--- src/rtl/alu_pkg.sv ---
// Shared opcode and status-flag definitions for the pipelined ALU.
package alu_pkg;

    localparam logic [2:0] OP_PASS_A = 3'b000;
    localparam logic [2:0] OP_PASS_B = 3'b001;
    localparam logic [2:0] OP_NEG_A  = 3'b010;
    localparam logic [2:0] OP_NEG_B  = 3'b011;
    localparam logic [2:0] OP_CMP    = 3'b100;
    localparam logic [2:0] OP_XOR    = 3'b101;
    localparam logic [2:0] OP_ADD    = 3'b110;
    localparam logic [2:0] OP_SUB    = 3'b111;

    localparam int FLG_ZERO  = 0;
    localparam int FLG_NEG   = 1;
    localparam int FLG_CARRY = 2;
    localparam int FLG_OVF   = 3;
    localparam int NUM_FLAGS = 4;

    typedef logic [NUM_FLAGS-1:0] flags_t;

endpackage

--- src/rtl/alu_core.sv ---
// Combinational ALU datapath: opcode decode, result and {ovf, carry, neg, zero} flags.
module alu_core
    import alu_pkg::*;
#(
    parameter int WIDTH = 6
) (
    input  logic [WIDTH-1:0] a_i,
    input  logic [WIDTH-1:0] b_i,
    input  logic [2:0]       fxn_i,
    output logic [WIDTH-1:0] result_o,
    output flags_t           flags_o
);

    localparam logic [WIDTH-1:0] MIN_NEG = {1'b1, {(WIDTH-1){1'b0}}};

    logic [WIDTH:0]   sum_ext;
    logic [WIDTH:0]   diff_ext;
    logic             ge_signed;
    logic [WIDTH-1:0] result;
    logic             carry;
    logic             ovf;
    flags_t           flags;

    // The extra top bit of diff_ext is the unsigned borrow (A < B).
    assign sum_ext   = {1'b0, a_i} + {1'b0, b_i};
    assign diff_ext  = {1'b0, a_i} - {1'b0, b_i};
    assign ge_signed = ($signed(a_i) >= $signed(b_i));

    always_comb begin
        result = '0;
        carry  = 1'b0;
        ovf    = 1'b0;
        case (fxn_i)
            OP_PASS_A: result = a_i;
            OP_PASS_B: result = b_i;
            OP_NEG_A: begin
                result = '0 - a_i;
                ovf    = (a_i == MIN_NEG);
            end
            OP_NEG_B: begin
                result = '0 - b_i;
                ovf    = (b_i == MIN_NEG);
            end
            OP_CMP:    result = {{(WIDTH-1){1'b0}}, ge_signed};
            OP_XOR:    result = a_i ^ b_i;
            OP_ADD: begin
                result = sum_ext[WIDTH-1:0];
                carry  = sum_ext[WIDTH];
                ovf    = (a_i[WIDTH-1] == b_i[WIDTH-1]) &&
                         (sum_ext[WIDTH-1] != a_i[WIDTH-1]);
            end
            OP_SUB: begin
                result = diff_ext[WIDTH-1:0];
                carry  = diff_ext[WIDTH];
                ovf    = (a_i[WIDTH-1] != b_i[WIDTH-1]) &&
                         (diff_ext[WIDTH-1] != a_i[WIDTH-1]);
            end
            default: result = '0;
        endcase
    end

    always_comb begin
        flags            = '0;
        flags[FLG_ZERO]  = (result == '0);
        flags[FLG_NEG]   = result[WIDTH-1];
        flags[FLG_CARRY] = carry;
        flags[FLG_OVF]   = ovf;
    end

    assign result_o = result;
    assign flags_o  = flags;

endmodule

--- src/rtl/alu_pipe.sv ---
// Two-stage valid/ready ALU pipeline with accumulator feedback.
// S1 holds the accepted operand beat; S2 holds the registered result and flags.
module alu_pipe
    import alu_pkg::*;
#(
    parameter int WIDTH = 6
) (
    input  logic             clk,
    input  logic             reset,
    input  logic             in_valid,
    output logic             in_ready,
    input  logic [WIDTH-1:0] in_a,
    input  logic [WIDTH-1:0] in_b,
    input  logic [2:0]       in_fxn,
    input  logic             in_use_acc,
    input  logic             acc_clr,
    output logic             out_valid,
    input  logic             out_ready,
    output logic [WIDTH-1:0] out_x,
    output logic [3:0]       out_flags,
    output logic [WIDTH-1:0] acc_value
);

    logic             s1_valid_q, s1_valid_d;
    logic [WIDTH-1:0] s1_a_q, s1_a_d;
    logic [WIDTH-1:0] s1_b_q, s1_b_d;
    logic [2:0]       s1_fxn_q, s1_fxn_d;
    logic             s1_use_acc_q, s1_use_acc_d;

    logic             out_valid_q, out_valid_d;
    logic [WIDTH-1:0] out_x_q, out_x_d;
    flags_t           out_flags_q, out_flags_d;

    logic [WIDTH-1:0] acc_q, acc_d;

    logic             s2_load;
    logic             accept;
    logic [WIDTH-1:0] eff_a;
    logic [WIDTH-1:0] core_result;
    flags_t           core_flags;

    assign s2_load  = s1_valid_q && (!out_valid_q || out_ready);
    assign in_ready = !s1_valid_q || s2_load;
    assign accept   = in_valid && in_ready;

    // acc_q already holds the previous beat's result when this beat computes,
    // so chained use_acc beats need no bubble.
    assign eff_a = s1_use_acc_q ? acc_q : s1_a_q;

    alu_core #(
        .WIDTH (WIDTH)
    ) u_core (
        .a_i      (eff_a),
        .b_i      (s1_b_q),
        .fxn_i    (s1_fxn_q),
        .result_o (core_result),
        .flags_o  (core_flags)
    );

    always_comb begin
        s1_valid_d   = s1_valid_q;
        s1_a_d       = s1_a_q;
        s1_b_d       = s1_b_q;
        s1_fxn_d     = s1_fxn_q;
        s1_use_acc_d = s1_use_acc_q;
        if (accept) begin
            s1_valid_d   = 1'b1;
            s1_a_d       = in_a;
            s1_b_d       = in_b;
            s1_fxn_d     = in_fxn;
            s1_use_acc_d = in_use_acc;
        end else if (s2_load) begin
            s1_valid_d   = 1'b0;
        end
    end

    always_comb begin
        out_valid_d = out_valid_q;
        out_x_d     = out_x_q;
        out_flags_d = out_flags_q;
        if (s2_load) begin
            out_valid_d = 1'b1;
            out_x_d     = core_result;
            out_flags_d = core_flags;
        end else if (out_ready) begin
            out_valid_d = 1'b0;
        end
    end

    // Clear wins over a same-cycle load; that result still goes out on out_x.
    always_comb begin
        acc_d = acc_q;
        if (acc_clr) begin
            acc_d = '0;
        end else if (s2_load) begin
            acc_d = core_result;
        end
    end

    always_ff @(posedge clk) begin
        if (reset) begin
            s1_valid_q   <= 1'b0;
            s1_a_q       <= '0;
            s1_b_q       <= '0;
            s1_fxn_q     <= OP_PASS_A;
            s1_use_acc_q <= 1'b0;
            out_valid_q  <= 1'b0;
            out_x_q      <= '0;
            out_flags_q  <= '0;
            acc_q        <= '0;
        end else begin
            s1_valid_q   <= s1_valid_d;
            s1_a_q       <= s1_a_d;
            s1_b_q       <= s1_b_d;
            s1_fxn_q     <= s1_fxn_d;
            s1_use_acc_q <= s1_use_acc_d;
            out_valid_q  <= out_valid_d;
            out_x_q      <= out_x_d;
            out_flags_q  <= out_flags_d;
            acc_q        <= acc_d;
        end
    end

    assign out_valid = out_valid_q;
    assign out_x     = out_x_q;
    assign out_flags = out_flags_q;
    assign acc_value = acc_q;

endmodule
--- config.mk ---
export PLATFORM = sky130hd
export DESIGN_NAME = alu_pipe
export DESIGN_NICKNAME = d
export VERILOG_FILES = /design/src/rtl/alu_pkg.sv /design/src/rtl/alu_core.sv /design/src/rtl/alu_pipe.sv
export SDC_FILE = /design/constraint.sdc
export NUM_CORES = 1
export LEC_CHECK = 0
export ABC_AREA = 0
export BUFFER_PORTS_ARGS = -buffer_cell sky130_fd_sc_hd__buf_2
export CORE_ASPECT_RATIO = 1.75
export CORE_UTILIZATION = 45
export CTS_CLUSTER_DIAMETER = 80
export DETAILED_ROUTE_END_ITERATION = 7
export GPL_TIMING_DRIVEN = 0
export HOLD_SLACK_MARGIN = 0.12
export PLACE_DENSITY = 0.64
export SLEW_MARGIN = 10
export SYNTH_ARGS = -nofsm -noshare
export SYNTH_HDL_FRONTEND = slang
export SYNTH_HIERARCHICAL = 1
export SYNTH_SLANG_ARGS = --single-unit
--- constraint.sdc ---
create_clock -name clk -period 8.1 [get_ports clk]
set_clock_uncertainty 0.1 [all_clocks]
set_input_delay 1.215 -clock clk [delete_from_list [all_inputs] [get_ports clk]]
set_output_delay 1.215 -clock clk [all_outputs]
set_load 0.01 [all_outputs]
; ---- Word-level counts from Yosys, hierarchy flattened
; Cells that the tools add are included.
[word_totals]
inputBits = 21
regBits = 34
[op_classes]
order_cmp = 1
eq_ne = 13
add_sub_neg = 4
bitwise_logic = 1
n_mux = 8
reduce_logical = 13
[op_table]
columns = op, count
row1 = $pmux 6 s8, 1
row2 = $eq 3x3->1 const B, 4
row3 = $eq 6x6->1 const B, 2
row4 = $sub 1x6->6 const A, 2
row5 = $add 6x6->7, 1
row6 = $sub 6x6->7, 1
row7 = $eq 3x2->1 const B, 2
row8 = $ge 6x6->1, 1
row9 = $logic_not 6->1, 1
row10 = $mux 6, 1
row11 = $xor 6x6->6, 1
row12 = $logic_and 1x1->1, 4
row13 = $mux 1, 4
row14 = $pmux 1 s4, 1
row15 = $reduce_bool 2->1, 2
row16 = $eq 3x1->1 const B, 1
row17 = $logic_not 3->1, 1
row18 = $ne 1x1->1, 3
row19 = $logic_not 1->1, 2
row20 = $logic_or 1x1->1, 2
row21 = $pmux 1 s2, 1
row22 = $reduce_or 2->1, 1
row23 = $eq 1x1->1, 1

; ---- Longest topological paths before layout
[logic_depth]
depth_word = 6
ltp_mapped = 14

; ---- Hierarchy
; Netlist, hierarchy kept.
[modules_own_cells]
columns = mod, seq_area_each_um2, cells_per_inst, n_inst, area_each_um2
row1 = alu_pipe, 680.7, 153, 1, 1467.7
row2 = alu_core, 0.0, 177, 1, 1152.4

; ---- Least setup slack after synthesis
; No wires, ideal clock.
[synth_path]
path_kind = input to output
start = in out_ready
end = out in_ready
path_slack_ns = 5.116
arrival_ns = 1.669
n_path_buf = 2
required_ns = 6.785
stages = 4
path_cell_list = nor2b_4 buf_6 buf_2 nand2_1
[synth_via]
elab_chain_cells = 3
[synth_lines]
columns = element, line_no
row1 = "start, declared", alu_pipe.sv:18  ; input logic out_ready,
row2 = $logic_or 1x1->1, alu_pipe.sv:42  ; assign s2_load = s1_valid_q && (!out_valid_q || out_ready);
row3 = $logic_and 1x1->1, alu_pipe.sv:42
row4 = $logic_or 1x1->1, alu_pipe.sv:43  ; assign in_ready = !s1_valid_q || s2_load;
row5 = "end, declared", alu_pipe.sv:11  ; output logic in_ready,
; Every way passes these cells.

; ---- Final worst setup path
[layout_path]
start = reg s1_use_acc_q
end = reg out_x_q[4], in the netlist out_x[4]
[layout_via]
elab_chain_cells = 3
word_cells_on_any_way = 6
[layout_lines]
columns = element, line_no
row1 = "start, declared", alu_pipe.sv:28  ; logic s1_use_acc_q, s1_use_acc_d;
row2 = "start signal, assigned", alu_pipe.sv:116  ; s1_use_acc_q <= s1_use_acc_d;
row3 = $mux 6 (*), alu_pipe.sv:48  ; assign eff_a = s1_use_acc_q ? acc_q : s1_a_q;
row4 = via eff_a[0], alu_pipe.sv:38  ; logic [WIDTH-1:0] eff_a;
row5 = $sub 6x6->7 (tied with other cells), alu_core.sv:26  ; assign diff_ext = {1'b0, a_i} - {1'b0, b_i};
row6 = $pmux 6 s8 (*), alu_core.sv:33  ; case (fxn_i)
row7 = via core_result[4], alu_pipe.sv:39  ; logic [WIDTH-1:0] core_result;
row8 = "end signal, assigned", alu_pipe.sv:118  ; out_x_q <= out_x_d;
row9 = "end, declared", alu_pipe.sv:31  ; logic [WIDTH-1:0] out_x_q, out_x_d;
; The timed path passes the listed nets; every way through them passes the cells marked *.
; A chain may end at the register's enable or synchronous reset.

==> impl_metrics.toml <==
[global_routing]
overflow = 0
grt_pass1_wl_mm = 11.5
antenna_found_initial = 0
grt_max_degree = 11
grt_pass1_vias = 2394
grt_usage_pct = 25.3

[floorplanning]
ios = 39
die_h_um = 103
dieArea_um2 = 6140
rows = 36
die_w_um = 59.7
start_util_pct = 46.9
core_um2 = 5590

[critical_path]
required_ns = 8.23
critical_path.top_delay_family = "simple AND/OR/NAND/NOR gates"
critPathBufInv = 1
crit_arrival_ns = 3.58
path_class = "reg -> reg"
worstReg2RegStart = "s1_use_acc_q"
timing.reg2reg.setup_slack_ns = 4.64
cp-start-kind = "register"
timing.rr.end = "out_x[4]"
crit_fanout = 7
cpMaxStageDelayCell = "or4b_1"
max_stage_delay_ns = 0.52
r2r_cells = 11
cp-end-kind = "register"
timing.critical_path.mode_cell = "a21oi_1"
critical_path.cell_chain = "clkbuf_1 > mux2_2 > ha_1 > fa_1 > nand2b_1 > o2bb2ai_1 > a21oi_1 > or4b_1 > a31oi_1 > nand3_1 > a21oi_1"

[pwr]
power_frac_comb_pct = 29.1
power.density_nw_per_um2 = 149
pwr-share-clk_pct = 29.8
p_seq_share_pct = 41.1
ir_worst_vdd_uv = 108
leakage_nw = 1.26
swShare_pct = 33.1
internal_power_mw = 0.299
power.switching_mw = 0.148

[clocking]
cts_hold_buffers = 0
clock_sinks = 34
post_cts_buffers = 0
cts_resized = 0
path_clk_slew_ns = 0.07
clk_path_buf_depth = 2
cts_max_level = 2
cts_tree = "built"
cts_made_buffers = 5
root_buffer = "clkbuf_8"
clk_latency_ns = 0.30

[place]
gp_congestion = 0.958
dp_hpwl_mm = 5.53
placed_area_um2 = 2900
portBuffers = 37

[logic_synthesis]
syn-num-nets = 366
synthArstFlopShare_pct = 0
syn_area_per_cell_um2 = 7.94
syn-cell-area_um2 = 2620
seq_area_frac_synth_pct = 26.0
yosysWarnings = 6
synth_edf_count = 0
synthDistinctLibCells = 55
syn-instance-count = 330
synth_top_flop_cell = "dfxtp_1"
ys_ff_latch = 34

[finish]
antenna_cells = 0
drive_above_1_share_pct = 20.0
design_area_um2 = 2990
nNetsFinal = 410
fill_cells = 587
area_growth_pct = 14.2

[sta]
hold_viol = 0
fmax_mhz = 289
period_minus_slack_ns = 3.46
setup_viol = 0
fin_setup_tns_ns = 0
slew-limit-headroom_pct = 61.2
slew_violations = 0
worst-slew-pin-transition_ns = 0.582
period_share_pct = 42.7
rsz0062_at_grt = "no"

[min_path]
hold_class = "reg -> reg"
hold_path_depth = 2
hp-start = "s1_fxn_q[0]"
holdPathEnd = "s1_fxn_q[0]"

[detailed_routing]
drt_wl_total_mm = 7.17
drtIter0Drc = 118
routedWlPerCell_um = 15.9
drc = 0
viasPerCell = 5.54
drtAntennaViolNets = 0
vias = 2499
drtPass1Iterations = 4

[flow_run]
maxCapViolCount = 0

[status]
status = "completed"
==> cells in the final DEF, fill, tap and decap left out, drive strengths merged, types with 13 or more instances in the layout <==
| cell | Yosys | routed |
|---|---|---|
| a21oi | 32 | 32 |
| buf | 18 | 55 |
| clkbuf | 11 | 18 |
| dfxtp | 34 | 34 |
| ha | 13 | 13 |
| inv | 16 | 16 |
| mux2i | 24 | 24 |
| nand2 | 14 | 14 |
| nand2b | 35 | 35 |
| nand3 | 14 | 14 |
| nor2 | 21 | 21 |
| o21ai | 27 | 27 |
==> flip-flops by register name (all words and copies together) (netlist names) <==
name / flops
s1_b_q: 6
out_x: 6
acc_value: 6
s1_valid_q: 1
s1_use_acc_q: 1
out_valid: 1
s1_a_q: 6
out_flags: 4
s1_fxn_q: 3
==> how the worst max path moves through the flow <==
stage / from / end / cells after the start
after detailed placement: s1_use_acc_q / out_x[4] / 11
after global routing: s1_use_acc_q / out_flags[0] / 11
final: s1_use_acc_q / out_x[4] / 11
after global placement: s1_use_acc_q / out_flags[0] / 11
after CTS: s1_use_acc_q / out_x[4] / 11
after floorplan: out_ready / in_ready / 4
==> synth_stat cells (5+ instances only) <==
| master | n | share of area (%) |
|---|---|---|
| dfxtp_1 | 34 | 26 |
| buf_2 | 10 | 1.9 |
| inv_1 | 15 | 2.1 |
| a21oi_1 | 32 | 6.1 |
| nand2_1 | 14 | 2.0 |
| a31oi_1 | 6 | 1.4 |
| mux2_2 | 6 | 2.6 |
| nor3_1 | 5 | 0.95 |
| clkbuf_1 | 11 | 1.6 |
| mux2i_1 | 24 | 9.2 |
| nand3_1 | 14 | 2.7 |
| o21ai_0 | 22 | 4.2 |
| ha_1 | 13 | 6.2 |
| nand2b_1 | 35 | 8.4 |
| nor2_1 | 21 | 3.0 |
==> stage by stage <==
stage	worst slack (ns)	total power, mW	hold slack, ns	instances	util, %
finish	4.64	0.447	0.372	451	53.6
global route	4.35	0.470	0.403	451	53.6
CTS	4.67	0.447	0.379	451	53.6
detailed placement	4.71	0.316	0.361	443	51.9
global placement	4.67	0.314	0.357	443	51.9
floorplan	5.12	0.280	0.345	330	-
==> layer usage <==
| layer | vias to the layer above | part of all wire (%) | GRT usage, % |
|---|---|---|---|
| met3 | 24 | 2.9 | 3.39 |
| met5 | - | 0 | 0 |
| met2 | 64 | 53 | 44.7 |
| met4 | 0 | 4.8 | 16.3 |
| met1 | 1175 | 39 | 27.4 |
| li1 | 1236 | - | - |
==> final cells by class <==
| type | count | area [um2] | share of cell area (%) |
|---|---|---|---|
| repair buffers | 37 | 185 | 6.19 |
| clock buffers | 7 | 86.3 | 2.89 |
| plain buffers | 29 | 168 | 5.60 |
| well taps | 76 | 95.1 | 3.18 |
| multi-input cells | 251 | 1710 | 57.2 |
| clock inverters | 1 | 5.00 | 0.167 |
| flip-flops and latches | 34 | 681 | 22.8 |
| inverters | 16 | 60.1 | 2.01 |
==> worst reg2reg max path, stage by stage (launching register included) <==
cell,delay [ns]
dfxtp_1,0.32
clkbuf_1,0.29
mux2_2,0.47
ha_1,0.25
fa_1,0.42
nand2b_1,0.10
o2bb2ai_1,0.19
a21oi_1,0.11
or4b_1,0.52
a31oi_1,0.25
nand3_1,0.19
a21oi_1,0.17
==> power by group through the flow <==
| stage | Sequential [mW] | Clock, mW | Combinational [mW] |
|---|---|---|---|
| after floorplan | 0.186 | 0 | 0.0940 |
| after global placement | 0.187 | 0 | 0.127 |
| after detailed placement | 0.187 | 0 | 0.128 |
| after CTS | 0.184 | 0.135 | 0.129 |
| after global routing | 0.185 | 0.142 | 0.143 |
| final | 0.184 | 0.133 | 0.130 |
==> cell families (layout without fill, tap and decap cells) <==
family	count (synthesis)	in the layout	synth area share [%]
adders and majority gates	15	15	7.74
muxes	31	31	12.2
xor gates and xnor gates	6	6	2.01
and+or+nand+nor	111	111	23.5
DFF	34	34	26.0
AOI/OAI and AO/OA	88	88	19.9
buffers and inverters	45	90	8.69
No activity file was read; power rests on OpenSTA's default activity.
